===== src/rtl/mem_arbiter_if.sv =====
// mem_arbiter_if -- bundles the three buses around the memory arbiter.
//
//   Fetch port : if_req, if_addr           -> arbiter
//                if_rdata, if_done         <- arbiter
//   Data port  : mem_req, mem_we, mem_addr,
//                mem_wdata, mem_sel        -> arbiter
//                mem_rdata, mem_done       <- arbiter
//   External   : ext_req, ext_we, ext_addr,
//                ext_wdata, ext_sel        <- arbiter
//                ext_ack, ext_rdata        -> arbiter
//   Stalls     : stall_if, stall_mem       <- arbiter
//
// Handshake: a requester raises *_req and holds it, with stable attributes,
// until it sees the one-cycle *_done pulse. Towards memory, ext_req is the
// valid and ext_ack the one-cycle ready/completion; ext_* stay stable while
// ext_req=1 and ext_rdata is taken on the ack cycle.
//
// The arbiter connects through the slave modport; the pipeline/memory side
// (or a testbench) uses master.

interface mem_arbiter_if;
    logic        if_req;
    logic [31:0] if_addr;
    logic [31:0] if_rdata;
    logic        if_done;

    logic        mem_req;
    logic        mem_we;
    logic [31:0] mem_addr;
    logic [31:0] mem_wdata;
    logic [3:0]  mem_sel;
    logic [31:0] mem_rdata;
    logic        mem_done;

    logic        ext_req;
    logic        ext_we;
    logic [31:0] ext_addr;
    logic [31:0] ext_wdata;
    logic [3:0]  ext_sel;
    logic        ext_ack;
    logic [31:0] ext_rdata;

    logic        stall_if;
    logic        stall_mem;

    modport slave (
        input  if_req, if_addr,
        input  mem_req, mem_we, mem_addr, mem_wdata, mem_sel,
        input  ext_ack, ext_rdata,
        output if_rdata, if_done,
        output mem_rdata, mem_done,
        output ext_req, ext_we, ext_addr, ext_wdata, ext_sel,
        output stall_if, stall_mem
    );

    modport master (
        output if_req, if_addr,
        output mem_req, mem_we, mem_addr, mem_wdata, mem_sel,
        output ext_ack, ext_rdata,
        input  if_rdata, if_done,
        input  mem_rdata, mem_done,
        input  ext_req, ext_we, ext_addr, ext_wdata, ext_sel,
        input  stall_if, stall_mem
    );
endinterface


===== src/rtl/mem_arbiter.sv =====
// mem_arbiter -- shares one external memory bus between an instruction-fetch
// port and a data port. One transaction at a time, mem has priority.
//
// Ports:
//   clk        rising-edge clock
//   rst        synchronous active-high reset
//   bus        mem_arbiter_if.slave (fetch, data, external, stall signals)
//   dbg_state  current FSM state (IDLE=0, BUSY_IF=1, BUSY_MEM=2, DONE=3)
//
// Sequence: IDLE samples requests and latches the winner onto ext_*; BUSY_*
// holds ext_* until ext_ack; the ack edge captures ext_rdata and raises the
// granted done; DONE lasts one cycle and returns to IDLE. Minimum turnaround
// is therefore 3 cycles per transaction.
//
// Optional feature macro: MEM_ARB_STARVE_GUARD_EN. When defined, after four
// consecutive mem grants made while a fetch was waiting, the next IDLE
// arbitration with if_req=1 goes to fetch. When undefined, mem has strict
// priority and no counter exists. Ports are the same in both builds.

module mem_arbiter (
    input  logic               clk,
    input  logic               rst,
    mem_arbiter_if.slave       bus,
    output logic [1:0]         dbg_state
);

    localparam logic [1:0] IDLE     = 2'd0;
    localparam logic [1:0] BUSY_IF  = 2'd1;
    localparam logic [1:0] BUSY_MEM = 2'd2;
    localparam logic [1:0] DONE     = 2'd3;

    logic [1:0] state;
    logic       grant_mem;
    logic       grant_if;

`ifdef MEM_ARB_STARVE_GUARD_EN
    logic [2:0] starve_cnt;
    logic       force_if;

    // Guard trips once four mem grants have gone by with a fetch waiting.
    assign force_if  = bus.if_req && (starve_cnt == 3'd4);
    assign grant_mem = bus.mem_req && !force_if;

    // Only grants made in IDLE move the counter. A mem grant with no fetch
    // waiting breaks the run of consecutive starving grants.
    always_ff @(posedge clk) begin
        if (rst) begin
            starve_cnt <= 3'd0;
        end else if (state == IDLE) begin
            if (grant_mem) begin
                if (!bus.if_req)
                    starve_cnt <= 3'd0;
                else if (starve_cnt != 3'd4)
                    starve_cnt <= starve_cnt + 3'd1;
            end else if (grant_if) begin
                starve_cnt <= 3'd0;
            end
        end
    end
`else
    assign grant_mem = bus.mem_req;
`endif

    assign grant_if = bus.if_req && !grant_mem;

    assign bus.stall_if  = bus.if_req  & ~bus.if_done;
    assign bus.stall_mem = bus.mem_req & ~bus.mem_done;
    assign dbg_state     = state;

    always_ff @(posedge clk) begin
        if (rst) begin
            state         <= IDLE;
            bus.ext_req   <= 1'b0;
            bus.ext_we    <= 1'b0;
            bus.ext_addr  <= 32'd0;
            bus.ext_wdata <= 32'd0;
            bus.ext_sel   <= 4'd0;
            bus.if_done   <= 1'b0;
            bus.mem_done  <= 1'b0;
            bus.if_rdata  <= 32'd0;
            bus.mem_rdata <= 32'd0;
        end else begin
            case (state)
                IDLE: begin
                    if (grant_mem) begin
                        state         <= BUSY_MEM;
                        bus.ext_req   <= 1'b1;
                        bus.ext_we    <= bus.mem_we;
                        bus.ext_addr  <= bus.mem_addr;
                        bus.ext_wdata <= bus.mem_wdata;
                        bus.ext_sel   <= bus.mem_sel;
                    end else if (grant_if) begin
                        // Fetches are always full-word reads.
                        state         <= BUSY_IF;
                        bus.ext_req   <= 1'b1;
                        bus.ext_we    <= 1'b0;
                        bus.ext_addr  <= bus.if_addr;
                        bus.ext_wdata <= 32'd0;
                        bus.ext_sel   <= 4'b1111;
                    end
                end
                BUSY_IF, BUSY_MEM: begin
                    if (bus.ext_ack) begin
                        bus.ext_req <= 1'b0;
                        state       <= DONE;
                        // rdata is captured for stores too; the value is unused.
                        if (state == BUSY_MEM) begin
                            bus.mem_rdata <= bus.ext_rdata;
                            bus.mem_done  <= 1'b1;
                        end else begin
                            bus.if_rdata  <= bus.ext_rdata;
                            bus.if_done   <= 1'b1;
                        end
                    end
                end
                DONE: begin
                    bus.if_done  <= 1'b0;
                    bus.mem_done <= 1'b0;
                    state        <= IDLE;
                end
                default: begin
                    state <= IDLE;
                end
            endcase
        end
    end

endmodule

===== src/flat_wrapper.sv =====
// flat-port wrapper written by rule: the top's interface ports become plain ports
module mem_arbiter_flat 
  (clk, rst, dbg_state, bus_if_req, bus_if_addr, bus_mem_req, bus_mem_we, bus_mem_addr, bus_mem_wdata, bus_mem_sel, bus_ext_ack, bus_ext_rdata, bus_if_rdata, bus_if_done, bus_mem_rdata, bus_mem_done, bus_ext_req, bus_ext_we, bus_ext_addr, bus_ext_wdata, bus_ext_sel, bus_stall_if, bus_stall_mem);
  mem_arbiter_if bus_i ();
  input  logic clk;
  input  logic rst;
  output logic [1:0] dbg_state;
  input wire logic [$bits(bus_i.if_req)-1:0] bus_if_req;
  input wire logic [$bits(bus_i.if_addr)-1:0] bus_if_addr;
  input wire logic [$bits(bus_i.mem_req)-1:0] bus_mem_req;
  input wire logic [$bits(bus_i.mem_we)-1:0] bus_mem_we;
  input wire logic [$bits(bus_i.mem_addr)-1:0] bus_mem_addr;
  input wire logic [$bits(bus_i.mem_wdata)-1:0] bus_mem_wdata;
  input wire logic [$bits(bus_i.mem_sel)-1:0] bus_mem_sel;
  input wire logic [$bits(bus_i.ext_ack)-1:0] bus_ext_ack;
  input wire logic [$bits(bus_i.ext_rdata)-1:0] bus_ext_rdata;
  output wire logic [$bits(bus_i.if_rdata)-1:0] bus_if_rdata;
  output wire logic [$bits(bus_i.if_done)-1:0] bus_if_done;
  output wire logic [$bits(bus_i.mem_rdata)-1:0] bus_mem_rdata;
  output wire logic [$bits(bus_i.mem_done)-1:0] bus_mem_done;
  output wire logic [$bits(bus_i.ext_req)-1:0] bus_ext_req;
  output wire logic [$bits(bus_i.ext_we)-1:0] bus_ext_we;
  output wire logic [$bits(bus_i.ext_addr)-1:0] bus_ext_addr;
  output wire logic [$bits(bus_i.ext_wdata)-1:0] bus_ext_wdata;
  output wire logic [$bits(bus_i.ext_sel)-1:0] bus_ext_sel;
  output wire logic [$bits(bus_i.stall_if)-1:0] bus_stall_if;
  output wire logic [$bits(bus_i.stall_mem)-1:0] bus_stall_mem;
  assign bus_i.if_req = bus_if_req;
  assign bus_i.if_addr = bus_if_addr;
  assign bus_i.mem_req = bus_mem_req;
  assign bus_i.mem_we = bus_mem_we;
  assign bus_i.mem_addr = bus_mem_addr;
  assign bus_i.mem_wdata = bus_mem_wdata;
  assign bus_i.mem_sel = bus_mem_sel;
  assign bus_i.ext_ack = bus_ext_ack;
  assign bus_i.ext_rdata = bus_ext_rdata;
  assign bus_if_rdata = bus_i.if_rdata;
  assign bus_if_done = bus_i.if_done;
  assign bus_mem_rdata = bus_i.mem_rdata;
  assign bus_mem_done = bus_i.mem_done;
  assign bus_ext_req = bus_i.ext_req;
  assign bus_ext_we = bus_i.ext_we;
  assign bus_ext_addr = bus_i.ext_addr;
  assign bus_ext_wdata = bus_i.ext_wdata;
  assign bus_ext_sel = bus_i.ext_sel;
  assign bus_stall_if = bus_i.stall_if;
  assign bus_stall_mem = bus_i.stall_mem;
  mem_arbiter u_core (.clk(clk), .rst(rst), .bus(bus_i), .dbg_state(dbg_state));
endmodule

===== config.mk =====
export PLATFORM = sky130hd
export DESIGN_NAME = mem_arbiter_flat
export DESIGN_NICKNAME = d
export VERILOG_FILES = /design/src/rtl/mem_arbiter_if.sv /design/src/rtl/mem_arbiter.sv /design/src/flat_wrapper.sv
export SDC_FILE = /design/constraint.sdc
export NUM_CORES = 1
export LEC_CHECK = 0
export ABC_AREA = 1
export CORE_UTILIZATION = 37
export CTS_BUF_LIST = sky130_fd_sc_hd__clkbuf_2 sky130_fd_sc_hd__clkbuf_4 sky130_fd_sc_hd__clkbuf_8
export DETAILED_ROUTE_END_ITERATION = 16
export PLACE_DENSITY = 0.86
export SLEW_MARGIN = 20
export SYNTH_ARGS = -nofsm -noshare
export SYNTH_HDL_FRONTEND = slang
export SYNTH_SLANG_ARGS = --single-unit

===== constraint.sdc =====
create_clock -name clk -period 1.8 [get_ports clk]
set_clock_uncertainty 0.2 [all_clocks]
set_input_delay 0.36 -clock clk [delete_from_list [all_inputs] [get_ports clk]]
set_output_delay 0.36 -clock clk [all_outputs]
set_load 0.1 [all_outputs]

* Word level (Yosys, flattened, before mapping)
Index checks and enable logic that the tools add are counted.
Operators by class: equality and inequality tests 7, muxes and demuxes 22, bitwise gates (word level) 5, reduce and logical (&&, ||, !) cells 14
Operators with widths (number):
- 2-to-1 mux 32 bit | 4
- AND reduction 3 bit | 5
- 2-to-1 mux 1 bit | 9
- 2-to-1 mux 4 bit | 2
- 2-to-1 mux 2 bit | 3
- one-hot mux 1 bit (2 select lines) | 3
- one-hot mux 2 bit (3 select lines) | 1
- nonzero test 2 bit | 3
- == test 2 bit (second input constant) | 2
- != test 2 bit (second input constant) | 2
- AND reduction 2 bit | 2
- != test 3 x 2 -> 1 bit (second input constant) | 1
- inverter 1 bit | 3
- AND 1 bit | 2
- == test 2 x 1 -> 1 bit (second input constant) | 1
- logical NOT 2 bit | 1
- != test 2 x 1 -> 1 bit (second input constant) | 1
- OR reduction 2 bit | 1
- logical AND 1 bit | 1
- logical NOT 1 bit | 1
Word-level totals: bits in registers 138, input bits 138, output and inout port bits 140, word-level logic and storage cells 58

* Longest topological paths before layout
word-level depth 5, depth in mapped cells 8

* Worst setup path after synthesis
No wires, ideal clock.
path type register to output, start point register u_core.bus.mem_done, end point output port bus_stall_mem, arrival time 2.058 ns, data required time 1.240 ns, slack -0.818 ns, cell stages (with the launch flop) 2, path buffers 0, cells stage by stage dfxtp_1 > nor2_1
Between the ends: longest elaborated chain between the ends 2
Ends and longest elaborated chain:
- start: declaration | line mem_arbiter_if.sv:51 | output mem_rdata, mem_done,
- start signal: assignment | line mem_arbiter.sv:79 | bus.mem_done <= 1'b0;
- start signal: assignment | line mem_arbiter.sv:109 | bus.mem_done <= 1'b1;
- start signal: assignment | line mem_arbiter.sv:118 | bus.mem_done <= 1'b0;
- inverter 1 bit | line mem_arbiter.sv:67 | assign bus.stall_mem = bus.mem_req & ~bus.mem_done;
- AND 1 bit | line mem_arbiter.sv:67
- end: declaration | line flat_wrapper.sv:27 | output wire logic [$bits(bus_i.stall_mem)-1:0] bus_stall_mem;
No other way between the ends.

* Final worst setup path
start point register u_core.state[1], in the netlist u_core.dbg_state[1], end point register u_core.bus.if_rdata[20]
Between the ends: longest elaborated chain between the ends 3
Ends and longest elaborated chain:
- start: declaration | line mem_arbiter.sv:32 | logic [1:0] state;
- start signal: assignment | line mem_arbiter.sv:72 | state <= IDLE;
- start signal: assignment | line mem_arbiter.sv:86 | state <= BUSY_MEM;
- start signal: assignment | line mem_arbiter.sv:94 | state <= BUSY_IF;
- == test 2 x 1 -> 1 bit / == test 2 bit (equally long branches) | line mem_arbiter.sv:83, mem_arbiter.sv:107
- OR reduction 2 bit / inverter 1 bit (equally long branches)
- AND reduction 3 bit (no line) *
- end signal: assignment | line mem_arbiter.sv:111 | bus.if_rdata <= bus.ext_rdata;
- end: declaration | line mem_arbiter_if.sv:50 | output if_rdata, if_done,
Mark *: on every way between the ends. The rest lies on a longest branch, timed or not. A chain may end at the register's enable or synchronous reset.

==> impl_metrics.env <==
export IMPL_globalplace_congestion=0.836
export IMPL_rows=43
export IMPL_async_flop_share_pct=0
export IMPL_ys_ff_latch=138
export IMPL_critPathLaunchType="flop"
export IMPL_fin_tns_setup_ns=0
export IMPL_drive_gt1_share_pct=21.2
export IMPL_layout_nets=1146
export IMPL_netlist_area_leader_share_pct=51.0
export IMPL_critPathArrivalTime_ns=1.81
export IMPL_grt_pass1_wl_um=28000
export IMPL_grt_setup_unrepaired="false"
export IMPL_drt_first_pass_iters=7
export IMPL_reg2reg_to="u_core.bus.if_rdata[20]"
export IMPL_numPortBuffers=277
export IMPL_antenna_found_initial=0
export IMPL_dp_cells=1161
export IMPL_wl_um=18300
export IMPL_fp_dieArea_um2=15100
export IMPL_crit_path_max_fanout=27
export IMPL_post_route_drc_count=0
export IMPL_postLayoutCoreUtil_pct=72.9
export IMPL_clock_path_buffers=2
export IMPL_syn_cell_area_um2=5420
export IMPL_fp_dieH_um=123
export IMPL_p_per_area_nw_per_um2=2000
export IMPL_synthMostInstantiatedCell="nand2_1"
export IMPL_critPathMaxStageDelay_ns=0.38
export IMPL_num_vias=5878
export IMPL_grt_pass1_vias=5787
export IMPL_cp_common_cell="nor2_1"
export IMPL_drv_slew=0
export IMPL_hold_viol=0
export IMPL_synth_edf_count=0
export IMPL_diodes=0
export IMPL_netlist_instances=733
export IMPL_setup_violations=0
export IMPL_crit_path_end_kind="flop"
export IMPL_core_area_um2=14100
export IMPL_routedWlPerCell_um=15.3
export IMPL_worstPathRequired_ns=1.93
export IMPL_hold_buffers=0
export IMPL_yosys_warnings=0
export IMPL_ant_nets=0
export IMPL_crit_type="reg2reg"
export IMPL_max_freq_mhz=593
export IMPL_p_leak_uw=0.00429
export IMPL_dp_hpwl_um=13700
export IMPL_h_tree_depth=4
export IMPL_cp_slowest_cell="dfxtp_4"
export IMPL_yosys_area_top_type="dfxtp_1"
export IMPL_fin_cells=1196
export IMPL_initial_core_util_pct=38.4
export IMPL_cts_num_sinks=138
export IMPL_hold_depth=4
export IMPL_tightest_slew_ns=0.367
export IMPL_numCtsBuffers=17
export IMPL_r2r_start="u_core.dbg_state[1]"
export IMPL_rrSetupSlack_ns=0.11
export IMPL_place_area_um2=9830
export IMPL_synth_avg_cell_area_um2=7.39
export IMPL_hold_end="u_core.bus.ext_wdata[23]"
export IMPL_synth_cell_types=20
export IMPL_ys_top_cells_by_count="142 x nand2_1, 141 x nor2_1, 138 x dfxtp_1, 79 x o21ai_0, 69 x a21oi_1"
export IMPL_synthFlopType="dfxtp_1"
export IMPL_status="finished clean"
export IMPL_grt_max_degree=61
export IMPL_cts_root_buf="clkbuf_8"
export IMPL_clk_latency_ns=0.42
export IMPL_multi_input_area_um2=2240
export IMPL_cts_reportedPaths_clkPinSlew_ns=0.08
export IMPL_dr_first_iter_drc_count=264
export IMPL_cts_tree="built"
export IMPL_areaGrowthSynthToFinish_pct=89.7
export IMPL_die_w_um=123
export IMPL_path_cells="inv_4 > ha_4 > nand2_1 > nor2_4 > inv_2 > buf_12 > nor2_1 > nor2_1"
export IMPL_reg2regPathDepth=8
export IMPL_fin_area_um2=10300
export IMPL_overflow=0
export IMPL_ios=278
export IMPL_max_slew_margin_pct=75.5
export IMPL_synthesis_nets=876
export IMPL_avgViaCountPerCell=4.91
export IMPL_max_cap_viol_count=0
export IMPL_area_sequential_um2=2770
export IMPL_ir_worst_vdd_uv=1330
export IMPL_hold_class="in2reg"
export IMPL_hold_path_startpoint="bus_mem_req"
export IMPL_fin_crit_sh_pct=93.8
export IMPL_layout_min_cycle_time_ns=1.69
export IMPL_yosysSeqAreaShare_pct=51.0
export IMPL_synth_area_leaders="dfxtp_1 51%, nand2_1 9.8%, nor2_1 9.8%, o21ai_0 7.3%, a21oi_1 6.4%"
export IMPL_n_fill_cell=1000
export IMPL_track_usage_pct=24.0
==> where the power goes <==
group	switching (µW)	internal [µW]	total, µW	leakage [µW]
Combinational	8530	4450	13000	0.00293
Clock	1140	1580	2710	0.000226
Sequential	894	3930	4820	0.00113
==> worst max path at each step <==
stage	from	to	slack, ns
final	u_core.dbg_state[1]	u_core.bus.if_rdata[20]	0.11
after CTS	u_core.dbg_state[1]	u_core.bus.if_rdata[20]	0.03
after global placement	bus_if_req	bus_stall_if	-0.08
after floorplan	u_core.dbg_state[0]	u_core.bus.if_rdata[0]	0.005
after detailed placement	bus_if_req	bus_stall_if	-0.1
after global routing	u_core.dbg_state[1]	u_core.bus.if_rdata[20]	0.02
==> registers in the layout (all words and copies together) (netlist names), 2 cells and up <==
signal,flops
u_core.bus.ext_wdata,32
u_core.bus.mem_rdata,32
u_core.bus.ext_addr,32
u_core.bus.if_rdata,32
u_core.dbg_state,2
u_core.bus.ext_sel,4
==> logic make-up (layout without fill, tap and decap cells) <==
group	Yosys count	count (layout)	synth area share, %
buf+inv	95	378	8.38
flops	138	138	51.0
compound gates	171	171	15.9
simple gates	324	324	23.6
fa+ha+maj	5	5	1.15
==> critical path: cells and delay by family, from the launching register on <==
| kind | cells | cell delay (ns) |
|---|---|---|
| adders and majority gates | 1 | 0.29 |
| buffers and inverters | 3 | 0.27 |
| DFF | 1 | 0.38 |
| and+or+nand+nor | 4 | 0.43 |
==> through the flow <==
stage	hold WS (ns)	total power (µW)	setup slack, ns
floorplan	0.295	12800	0.00459
global placement	0.267	17700	-0.0848
detailed placement	0.271	17900	-0.0956
CTS	0.232	20600	0.0331
global route	0.264	21300	0.0239
finish	0.259	20500	0.112
==> area by class of cell <==
cell class / count / area share, %
Sequential cell: 138 / 27.0
Tap cell: 180 / 2.19
Timing Repair Buffer: 302 / 43.2
Clock buffer: 26 / 3.12
Inverter: 44 / 1.66
Multi-Input combinational cell: 500 / 21.8
Clock inverter: 6 / 1.07
==> timing repair <==
action                                  in CTS  in global routing
resized for setup                            2                  0
endpoints found under the setup margin       1                 15
pin swaps                                    0                  1
buffers inserted                             0                  3
==> metal layers <==
layer	GRT usage (%)	wire, µm	up-vias
li1	-	-	2884
met1	25.5	6830	2698
met2	42.5	9410	241
met3	6.41	1300	55
met4	14.5	807	0
met5	0	0	-
==> layout by cell type, fill, tap and decap left out, drive strengths merged <==
| master | count |
|---|---|
| buf | 166 |
| nand2 | 142 |
| nor2 | 142 |
| dfxtp | 138 |
| clkdlybuf4s50 | 135 |
| o21ai | 102 |
| a21oi | 69 |
| inv | 45 |
| nand3 | 39 |
| clkbuf | 26 |
| ha | 5 |
| bufinv | 3 |
| clkinv | 2 |
| nand4 | 1 |
| dlygate4sd2 | 1 |
(Power assumes the default switching activity.)
